`config.mk`:
```
export PLATFORM = sky130hd
export DESIGN_NAME = mux_sel_arbiter_v
export DESIGN_NICKNAME = d
export VERILOG_FILES = /design/src/rtl/mux_sel_pkg.sv /design/src/rtl/rr_pick_v.sv /design/src/rtl/mux_sel_arbiter_v.sv
export SDC_FILE = /design/constraint.sdc
export NUM_CORES = 1
export LEC_CHECK = 0
export BUFFER_PORTS_ARGS = -buffer_cell sky130_fd_sc_hd__buf_2
export CAP_MARGIN = 0
export CORE_MARGIN = 5
export CORE_UTILIZATION = 55
export DETAILED_ROUTE_END_ITERATION = 10
export GPL_ROUTABILITY_DRIVEN = 0
export PLACE_DENSITY_LB_ADDON = 0.12
export SLEW_MARGIN = 10
export SYNTH_ARGS = -nofsm -noshare
export SYNTH_HDL_FRONTEND = slang
export SYNTH_SLANG_ARGS = --single-unit
```
`constraint.sdc`:
```
create_clock -name i_clk -period 4 [get_ports i_clk]
set_input_delay 0.4 -clock i_clk [delete_from_list [all_inputs] [get_ports i_clk]]
set_output_delay 0.4 -clock i_clk [all_outputs]
set_load 0.05 [all_outputs]
```
`src/rtl/mux_sel_pkg.sv`:
```
// Shared definitions for the round-robin mux select arbiter.
package mux_sel_pkg;

    localparam int unsigned N_CH  = 4;
    localparam int unsigned SEL_W = 2;
    localparam int unsigned CNT_W = 4;

    typedef enum logic {
        IDLE  = 1'b0,
        GRANT = 1'b1
    } state_e;

    function automatic logic [N_CH-1:0] onehot(input logic [SEL_W-1:0] idx);
        return N_CH'(1) << idx;
    endfunction

endpackage

```
`src/rtl/rr_pick_v.sv`:
```
// Combinational round-robin picker: first unmasked requester scanning up from ptr with wrap.
module rr_pick_v
    import mux_sel_pkg::*;
(
    input  logic [N_CH-1:0]  req,
    input  logic [SEL_W-1:0] ptr,
    input  logic [N_CH-1:0]  mask,
    output logic [SEL_W-1:0] idx,
    output logic             found
);

    logic [N_CH-1:0] w_eff;

    assign w_eff = req & ~mask;

    always_comb begin
        logic [SEL_W-1:0] cand;
        found = 1'b0;
        idx   = ptr;
        cand  = ptr;
        for (int i = 0; i < N_CH; i++) begin
            cand = ptr + SEL_W'(i);
            if (!found && w_eff[cand]) begin
                found = 1'b1;
                idx   = cand;
            end
        end
    end

endmodule

```
`src/rtl/mux_sel_arbiter_v.sv`:
```
// Round-robin arbiter driving the 4:1 mux select/enable, with a bounded hold per grant
// while other channels are waiting.
module mux_sel_arbiter_v
    import mux_sel_pkg::*;
#(
    parameter int unsigned N_HOLD = 4
) (
    input  logic             i_clk,
    input  logic             i_rst,
    input  logic [N_CH-1:0]  i_req,
    input  logic             i_ack,
    output logic [SEL_W-1:0] o_sel_code,
    output logic             o_en,
    output logic [N_CH-1:0]  o_grant
);

    state_e           r_state, w_state_d;
    logic [SEL_W-1:0] r_ptr, w_ptr_d;
    logic [CNT_W-1:0] r_cnt, w_cnt_d;
    logic [SEL_W-1:0] r_owner, w_owner_d;
    logic             r_en, w_en_d;
    logic [N_CH-1:0]  r_grant, w_grant_d;

    logic [CNT_W-1:0] w_cnt_inc;
    logic             w_rel_a, w_rel_b, w_others;
    logic [N_CH-1:0]  w_mask;
    logic [SEL_W-1:0] w_idx;
    logic             w_found;

    assign w_cnt_inc = (r_en && i_ack && (r_cnt != {CNT_W{1'b1}})) ? r_cnt + CNT_W'(1) : r_cnt;
    assign w_others  = |(i_req & ~onehot(r_owner));
    assign w_rel_a   = !i_req[r_owner];
    assign w_rel_b   = (w_cnt_inc >= CNT_W'(N_HOLD)) && w_others;
    // Mask the owner only for a hold-limit release; a dropped owner is not requesting anyway.
    assign w_mask    = (r_state == GRANT && !w_rel_a) ? onehot(r_owner) : '0;

    rr_pick_v u_pick (
        .req   (i_req),
        .ptr   (r_ptr),
        .mask  (w_mask),
        .idx   (w_idx),
        .found (w_found)
    );

    always_comb begin
        w_state_d = r_state;
        w_ptr_d   = r_ptr;
        w_cnt_d   = r_cnt;
        w_owner_d = r_owner;
        w_en_d    = r_en;
        w_grant_d = r_grant;
        unique case (r_state)
            IDLE: begin
                if (w_found) begin
                    w_state_d = GRANT;
                    w_owner_d = w_idx;
                    w_cnt_d   = '0;
                    w_ptr_d   = w_idx + SEL_W'(1);
                    w_en_d    = 1'b1;
                    w_grant_d = onehot(w_idx);
                end
            end
            GRANT: begin
                w_cnt_d = w_cnt_inc;
                if (w_rel_a || w_rel_b) begin
                    if (w_found) begin
                        w_owner_d = w_idx;
                        w_cnt_d   = '0;
                        w_ptr_d   = w_idx + SEL_W'(1);
                        w_grant_d = onehot(w_idx);
                    end else begin
                        w_state_d = IDLE;
                        w_en_d    = 1'b0;
                        w_grant_d = '0;
                    end
                end
            end
            default: w_state_d = IDLE;
        endcase
    end

    always_ff @(posedge i_clk) begin
        if (i_rst) begin
            r_state <= IDLE;
            r_ptr   <= '0;
            r_cnt   <= '0;
            r_owner <= '0;
            r_en    <= 1'b0;
            r_grant <= '0;
        end else begin
            r_state <= w_state_d;
            r_ptr   <= w_ptr_d;
            r_cnt   <= w_cnt_d;
            r_owner <= w_owner_d;
            r_en    <= w_en_d;
            r_grant <= w_grant_d;
        end
    end

    assign o_sel_code = r_owner;
    assign o_en       = r_en;
    assign o_grant    = r_grant;

endmodule
```
==> metrics, run 1 <==
# setup viols final=0; pwr/cell area=523 nW/um^2; Reg clk slew, reported paths=0.08 ns; most frequent cell after synthesis=nand2_1; per-cell routed wire length=12.6 microns; post-route insts no fill=160; vias per inst=5.81; ratio of cells with drive above 1 in the final layout=15.6%; Seq/Total Area, Yosys=~28%; Horiz. Die Dim=between 50 and 60 microns; CP Capture Type=register; Post-Syn Area per Cell=8.11 sq um; 1st-iter DRT viols=20; antenna-violating nets left=0; max-cap viol count=0; outcome=completed; # rows=15; post-CTS sizing=0; f_max=0.399 GHz; post-synthesis register bit count=14; Yosys top cell area share=28.3%; clk_lat worst skew=between 0.2 and 0.3 ns; clk_skew=0.00336 ns; slew margin rel.=56.4%; Unique masters post-synth=39; crit-path max cell delay=between 0.5 and 0.6 ns; setup_tns=0 ns; final hold vios=0; DR vias=930; vias in the first global route=842; Root Driver=clkbuf_4; Power Total=572 uW; Die Footprint=2750 sq um; Setup Fix Bufs, Post-CTS=0; antenna violations before repair=0; Syn Nets=135; Die Ht=52.4 microns; critical path, cell by cell=or3b_1, a22oi_1, o22ai_1, a222oi_1, ha_1, or3b_1, a21oi_1; Setup WS pre-CTS=between 1.5 and 2 ns; synthesized cell area=990 sq um; maximum VDD drop=roughly 0.37 mV; RSZ-0062 raised after global routing=false; first-pass GRT wire length=3530 microns; Nets=between 100 and 150; CTS tree=done; DRT Pass-1 Iters=4; family with the most delay on the worst path=compound AO/OA/AOI/OAI gates; total CTS buffers=3; fillers=162; top_reg_cell synth=dfxtp_1; Core Footprint=about 1700 sq um; LEAKAGE=0.000468 uW; Post-synth top cells=nand2_1 (16), dfxtp_1 (14), a21oi_1 (9), nor2_1 (9); HP Class=in2reg; Syn Inst Count=122; YS warnings=0; hold buffers post-CTS=0; largest net degree at the start of global routing=13; most area-consuming cells after synthesis=dfxtp_1 (28%), ha_1 (7.6%), mux2i_1 (7.1%); Synth async-reset ratio=0%; I/O Pins=14; final HPWL from detailed placement=~1600 microns; Antenna diodes=0; GR Util All Layers=16.8%; worst path required time=4.21 ns; crit path DAT=around 2.7 ns; clk buf depth=2; Total Wirelength=2010 microns; Max H-tree Level=1; minimum clock period=2.51 ns; synth-to-layout area growth=10.6%; Setup WS post-layout=1.49 ns; placed cells=156; grt total ovfl=0; Setup CP Type=reg2reg; max-slew violations=0; Tcrit/Tclk final=a little over three fifths; WP buf/inv=0; Sink Count=14; CP max FO=11; nature of the critical path startpoint=register; most frequent CP cell=or3b_1; starting density of the core=57.3%; Max stage delay cell, worst path=a222oi_1; Worst Max-Slew Pin Slew=0.654 ns; DRC=0; EDFF count, synth=0; Yosys top cell by area=dfxtp_1; quantity of I/O buffers inserted on ports=13
-- registers in the layout, summed over array words and instances (netlist names) --
signal and cells:
r_ptr 2, o_grant 4, r_cnt 4, o_sel_code 2, o_en 1, r_state 1
-- cells by family after synthesis --
logic type	Yosys count	share of synthesized area, %
muxes	10	11.6
and+or+nand+nor	47	24.5
AOI/OAI and AO/OA	33	22.1
DFF	14	28.3
adders and majority gates	6	7.59
buffers and inverters	12	5.81
-- cell type report --
cell class | count | area (sq um) | share of cell area [%]
clock buffer | 4 | 36.3 | 3.31
inverter | 8 | 30.0 | 2.74
multi-input combinational | 96 | 652 | 59.5
sequential | 14 | 280 | 25.6
tap | 25 | 31.3 | 2.86
timing repair buffer | 13 | 65.1 | 5.94
-- path summary, 6_finish.rpt --
path / cells after the start / startpoint / slack (ns) / endpoint
setup reg to reg: 7 / o_sel_code[0] / 1.49 / o_grant[1]
setup / recovery: 7 / o_sel_code[0] / 1.49 / o_grant[1]
hold / removal: 2 / i_rst / 0.44 / o_grant[3]
hold reg to reg: 2 / o_grant[0] / 0.45 / o_grant[0]
-- power by group --
part / internal [uW] / total, uW / switching [uW]
registers: 167 / 204 / 36.7
logic: 100 / 271 / 170
clock network: 55.3 / 98.0 / 42.7
total: 323 / 572 / 250
-- worst register-to-register path, cell delays in order, from the launching register on --
cell	delay, ns
dfxtp_1	0.42
or3b_1	0.44
a22oi_1	0.20
o22ai_1	0.11
a222oi_1	0.52
ha_1	0.24
or3b_1	0.36
a21oi_1	0.16
-- layout by cell type (no fill, tap or decap), drive strengths merged, types with 2 or more instances in the layout --
| cell | instances |
|---|---|
| a21oi | 9 |
| a22oi | 2 |
| and2 | 2 |
| and3 | 3 |
| buf | 13 |
| clkbuf | 4 |
| dfxtp | 14 |
| ha | 6 |
| inv | 8 |
| mux2 | 2 |
| mux2i | 7 |
| nand2 | 16 |
| nand3 | 4 |
| nor2 | 9 |
| o21a | 3 |
| o21ai | 4 |
| o21bai | 2 |
| o22ai | 5 |
| or3b | 5 |
-- per-layer routing --
layer	up-vias	global-route usage, %	wire [microns]
met2	19	29.8	990
li1	474	-	-
met5	-	0	0
met3	2	5.13	62
met1	435	19.9	942
met4	0	2.98	12
-- metrics by stage --
step | hold slack (ns) | util [%] | instance area (sq um)
2_1_floorplan | 0.474 | - | 990
3_3_place_gp | 0.436 | 61.3 | 1060
3_5_place_dp | 0.444 | 61.3 | 1060
4_1_cts | 0.436 | 63.4 | 1090
5_1_grt | 0.438 | 63.4 | 1090
6_report | 0.441 | 63.4 | 1090
(Power assumes the default switching activity.)
==> run 2: changes to the inputs <==
clock period = 2.4 ns   (was 4 ns; I/O delays follow)
==> run 2 against run 1 <==
- sequential power grew 71%
- first-iteration DRC count grew 20%
- clock skew is essentially flat
- sequential cell count is the same
- sequential share of layout area grew 0.24 points
- clock power grew 74%
- power grew 72%
==> metrics, run 2 (synthesis results as in run 1) <==
Reg clk slew, reported paths=0.09 ns (was 0.08 ns); starting density of the core=57.3% (unchanged); Root Driver=clkbuf_4 (unchanged); outcome=completed (unchanged); synth-to-layout area growth=13.0% (was 10.6%); RSZ-0062 raised after global routing=false (unchanged); Reg2Reg Setup Slack=0.19 ns (was 1.49 ns); crit path DAT=2.42 ns (was 2.71 ns); Critical R2R Launch=o_sel_code[0] (unchanged); antenna-violating nets left=0 (unchanged); Total Wirelength=2070 microns (was 2010 microns); Sw Ratio=43.4% (was 43.6%); Antenna diodes=0 (unchanged); sequential group share of total power=35.5% (was 35.6%); commonest non-fill, non-tap cells in the layout=nand2_1 (16), buf_2 (13), dfxtp_1 (11), nor2_1 (9), a21oi_1 (9) (was nand2_1 (16), dfxtp_1 (14), buf_2 (13), nor2_1 (9), a21oi_1 (9)); DR vias=929 (was 930); Power Total=984 uW (was 572 uW); # setup viols final=0 (unchanged); pwr/cell area=880 nW/um^2 (was 523 nW/um^2); per-cell routed wire length=12.8 microns (was 12.6 microns); critical path startpoint=o_sel_code[0] (unchanged); LEAKAGE=0.000480 uW (was 0.000468 uW); total CTS buffers=3 (unchanged); slew margin rel.=66.1% (was 56.4%); critical path, cell by cell=or3b_1, a22oi_1, o22ai_1, a222oi_1, buf_4, ha_1, or3b_1, a21oi_1 (was or3b_1, a22oi_1, o22ai_1, a222oi_1, ha_1, or3b_1, a21oi_1); crit-path max cell delay=0.40 ns (was 0.52 ns); Crit path depth=8 (was 7); DRC=0 (unchanged); family with the most delay on the worst path=simple AND/OR/NAND/NOR gates (was compound AO/OA/AOI/OAI gates); fillers=160 (was 162); crit path capture=o_grant[1] (unchanged); clk_lat worst skew=0.28 ns (was 0.27 ns); quantity of I/O buffers inserted on ports=13 (unchanged); max-cap viol count=0 (unchanged); Clk network pwr share=17.4% (was 17.1%); vias in the first global route=882 (was 842); CP max FO=11 (unchanged); combinational share of power=47.1% (was 47.3%); Nets=151 (was 149); RR Endpoint=o_grant[1] (unchanged); largest net degree at the start of global routing=13 (unchanged); Horiz. Die Dim=52.4 microns (unchanged); vias per inst=5.73 (was 5.81); GR Util All Layers=18.1% (was 16.8%); most frequent CP cell=or3b_1 (unchanged); WP buf/inv=1 (was 0); Die Footprint=2750 sq um (unchanged); Fin Hold WS=0.267 ns (was 0.441 ns); Die Ht=52.4 microns (unchanged); Design Area, Final=1120 sq um (was 1090 sq um); clk buf depth=2 (unchanged); grt total ovfl=0 (unchanged); Setup CP Type=reg2reg (unchanged); maximum VDD drop=0.534 mV (was 0.366 mV); 1st-iter DRT viols=24 (was 20); Core Footprint=1730 sq um (unchanged); Max stage delay cell, worst path=or3b_1 (was a222oi_1); final hold vios=0 (unchanged); clk_skew=0.00345 ns (was 0.00336 ns); # rows=15 (unchanged); cell depth of the worst flop-to-flop path=8 (was 7); Tcrit/Tclk final=91.9% (was 62.6%); commonest non-fill, non-tap cell in the layout=nand2_1 (unchanged); nature of the critical path startpoint=register (unchanged); Worst Max-Slew Pin Slew=0.507 ns (was 0.654 ns); ratio of cells with drive above 1 in the final layout=19.0% (was 15.6%); setup_tns=0 ns (unchanged); CTS tree=done (unchanged); DRT Pass-1 Iters=4 (unchanged); HP Class=in2reg (unchanged); worst path required time=2.62 ns (was 4.21 ns); final HPWL from detailed placement=1600 microns (was 1580 microns); Cell Int Power=557 uW (was 323 uW); Setup Fix Bufs, Post-CTS=0 (unchanged); Net Switching=427 uW (was 250 uW); max-slew violations=0 (unchanged); Sink Count=14 (unchanged); f_max=0.453 GHz (was 0.399 GHz); antenna violations before repair=0 (unchanged); CP Capture Type=register (unchanged); dpl cell area=1080 sq um (was 1060 sq um); minimum clock period=2.21 ns (was 2.51 ns); first-pass GRT wire length=3800 microns (was 3530 microns); Max H-tree Level=1 (unchanged); I/O Pins=14 (unchanged)
run 2: changes by cell type in the layout (fill, tap and decap cells not counted), sizes merged:
cell,delta
buf,+2
run 2: worst min path at each step:
stage,startpoint,to,depth (start not counted)
6_report,i_rst,o_sel_code[0],2
5_1_grt,i_rst,r_state,2
4_1_cts,i_rst,o_sel_code[1],2
3_5_place_dp,o_grant[0],o_grant[0],2
3_3_place_gp,o_grant[2],o_grant[2],2
2_1_floorplan,r_cnt[1],r_cnt[1],2
run 2: cell type report:
class	count	area (sq um)	share of cell area [%]
clock buffers	4	36.3	3.24
well taps	25	31.3	2.80
flip-flops and latches	14	289	25.8
inverters	8	30.0	2.68
multi-input cells	96	652	58.3
repair buffers	15	80.1	7.16
run 2: per-layer routing:
layer,global-route usage [%],share of wire [%],up-vias
met1,23.8,46,419
met4,5.53,1.0,0
met3,3.42,4.9,4
li1,-,-,481
met5,0,0,-
met2,29.8,48,25
run 2: power groups by stage:
stage               registers [uW]  logic, uW  clock network (uW)
global placement               350        456                   0
floorplan                      425        295                   0
finish                         349        463                 171
global route                   359        514                 186
detailed placement             353        464                   0
CTS                            348        467                 175
run 2: stage by stage:
stage	util (%)	worst slack, ns	cells
3_5_place_dp	62.6	0.175	158
5_1_grt	64.8	0.0295	162
2_1_floorplan	-	0.0103	122
4_1_cts	64.7	0.156	162
6_report	64.8	0.195	162
3_3_place_gp	62.6	0.242	158
run 2: what timing repair did:
action / CTS / global route
hold buffers: 0 / 0
endpoints found under the setup margin: 0 / 1
resized for setup: 0 / 1
==> run 3: changes to the inputs <==
PLACE_DENSITY = 0.79   (was default)
PLACE_DENSITY_LB_ADDON = default   (was 0.12)
==> run 3 against run 2 <==
- non-clock buffer count is 1 lower
- sequential share of layout area hardly changed
- count of clock-buffer cells in the layout stayed put
- sequential cell count stayed put
- critical path type unchanged
==> metrics, run 3 (synthesis results as in run 1) <==
outcome=completed (unchanged); pwr/cell area=882 nW/um^2 (was 880 nW/um^2); Reg2Reg Setup Slack=0.15 ns (was 0.19 ns); min-delay src=i_rst (unchanged); CP max FO=11 (unchanged); clk_lat worst skew=0.29 ns (was 0.28 ns); vias per inst=5.89 (was 5.73); hold buffers post-CTS=0 (unchanged); setup_tns=0 ns (unchanged); DRC=0 (unchanged); hold endpoint=r_ptr[1] (was o_sel_code[0]); Horiz. Die Dim=52.4 microns (unchanged); antenna violations before repair=0 (unchanged); max-cap viol count=0 (unchanged); ratio of cells with drive above 1 in the final layout=19.1% (was 19.0%); synth-to-layout area growth=12.9% (was 13.0%); Core Footprint=1730 sq um (unchanged); Max H-tree Level=1 (unchanged); commonest non-fill, non-tap cell in the layout=nand2_1 (unchanged); Die Ht=52.4 microns (unchanged); LEAKAGE=0.000477 uW (was 0.000480 uW); critical path startpoint=o_sel_code[0] (unchanged); first-pass GRT wire length=3640 microns (was 3800 microns); Setup Fix Bufs, Post-CTS=0 (unchanged); most frequent CP cell=or3b_1 (unchanged); Die Footprint=2750 sq um (unchanged); Setup WS pre-CTS=0.118 ns (was 0.175 ns); # rows=15 (unchanged); GR Util All Layers=17.7% (was 18.1%); clk_skew=0.00990 ns (was 0.00345 ns); DR vias=949 (was 929); CTS tree=done (unchanged); Multi-input gate area=658 sq um (was 652 sq um); vias in the first global route=849 (was 882); final HPWL from detailed placement=1650 microns (was 1600 microns); cell depth of the worst flop-to-flop path=8 (unchanged); Reg clk slew, reported paths=0.09 ns (about the same); crit-path max cell delay=0.42 ns (was 0.40 ns); slew margin rel.=66.7% (was 66.1%); Max stage delay cell, worst path=or3b_1 (unchanged); HP Class=in2reg (unchanged); Fin Hold WS=0.264 ns (was 0.267 ns); Setup CP Type=reg2reg (unchanged); critical path, cell by cell=or3b_1, a22oi_1, o22ai_1, a222oi_1, buf_4, ha_1, or3b_1, a21oi_1 (unchanged); Total Wirelength=2100 microns (was 2070 microns); worst path required time=2.61 ns (was 2.62 ns); Worst Hold Depth=2 (unchanged); grt total ovfl=0 (unchanged); max-slew violations=0 (unchanged); quantity of I/O buffers inserted on ports=13 (unchanged); fillers=162 (was 160); Antenna diodes=0 (unchanged); Setup WS post-layout=0.146 ns (was 0.195 ns); CP Capture Type=register (unchanged); Nets=150 (was 151); total CTS buffers=3 (unchanged); Power Total=986 uW (was 984 uW); I/O Pins=14 (unchanged); Sink Count=14 (unchanged); per-cell routed wire length=13.1 microns (was 12.8 microns); f_max=0.444 GHz (was 0.453 GHz); starting density of the core=57.3% (unchanged); Worst Max-Slew Pin Slew=0.499 ns (was 0.507 ns); DRT Pass-1 Iters=5 (was 4); clk buf depth=2 (unchanged); RR Endpoint=o_grant[1] (unchanged); Core Util, Final=64.7% (was 64.8%); Root Driver=clkbuf_4 (unchanged); antenna-violating nets left=0 (unchanged); Critical R2R Launch=o_sel_code[0] (unchanged); post-CTS sizing=0 (unchanged); nature of the critical path startpoint=register (unchanged); maximum VDD drop=0.475 mV (was 0.534 mV); # setup viols final=0 (unchanged); minimum clock period=2.25 ns (was 2.21 ns); largest net degree at the start of global routing=13 (unchanged); Tcrit/Tclk final=93.9% (was 91.9%); commonest non-fill, non-tap cells in the layout=nand2_1 (16), buf_2 (13), dfxtp_1 (11), nor2_1 (9), a21oi_1 (9) (unchanged); 1st-iter DRT viols=35 (was 24); Sequential Area=289 sq um (unchanged); crit path DAT=2.47 ns (was 2.42 ns); final hold vios=0 (unchanged)
## run 3: area by class of cell
cell class | count | share of cell area, %
multi-input cells | 96 | 58.9
flip-flops and latches | 14 | 25.9
repair buffers | 14 | 6.49
clock buffers | 4 | 3.25
well taps | 25 | 2.80
inverters | 8 | 2.69
## run 3: how the worst max path moves through the flow
stage | to | slack, ns | cells after the start
finish | o_grant[1] | 0.15 | 8
global route | r_cnt[0] | -0.01 | 9
CTS | o_grant[1] | 0.09 | 8
detailed placement | o_grant[1] | 0.12 | 8
global placement | o_grant[3] | 0.19 | 8
floorplan | o_grant[1] | 0.01 | 8
## run 3: power breakdown
group | internal, uW | total, uW | leakage [uW] | switching, uW
logic | 179 | 464 | 0.000340 | 284
clock network | 92.3 | 174 | 0.0000210 | 81.6
registers | 285 | 348 | 0.000116 | 63.5
## run 3: stage by stage
step	instances	area, sq um
CTS	161	1110
global route	161	1120
finish	161	1120
global placement	157	1070
floorplan	122	1000
detailed placement	157	1070
## run 3: layer usage
layer / wire length, microns / global-route usage [%] / up-vias / part of all wire (%)
met1: 891 / 20.6 / 442 / 42
met3: 107 / 3.42 / 6 / 5.1
met5: 0 / 0 / - / 0
li1: - / - / 477 / -
met4: 44 / 8.94 / 0 / 2.1
met2: 1060 / 30.6 / 24 / 50
## run 3: critical path, delay by kind of cell (launching register included)
kind,cells,cell delay (ns)
and+or+nand+nor,2,0.76
AOI/OAI and AO/OA,4,0.68
DFF,1,0.40
buffers and inverters,1,0.20
adders and majority gates,1,0.14
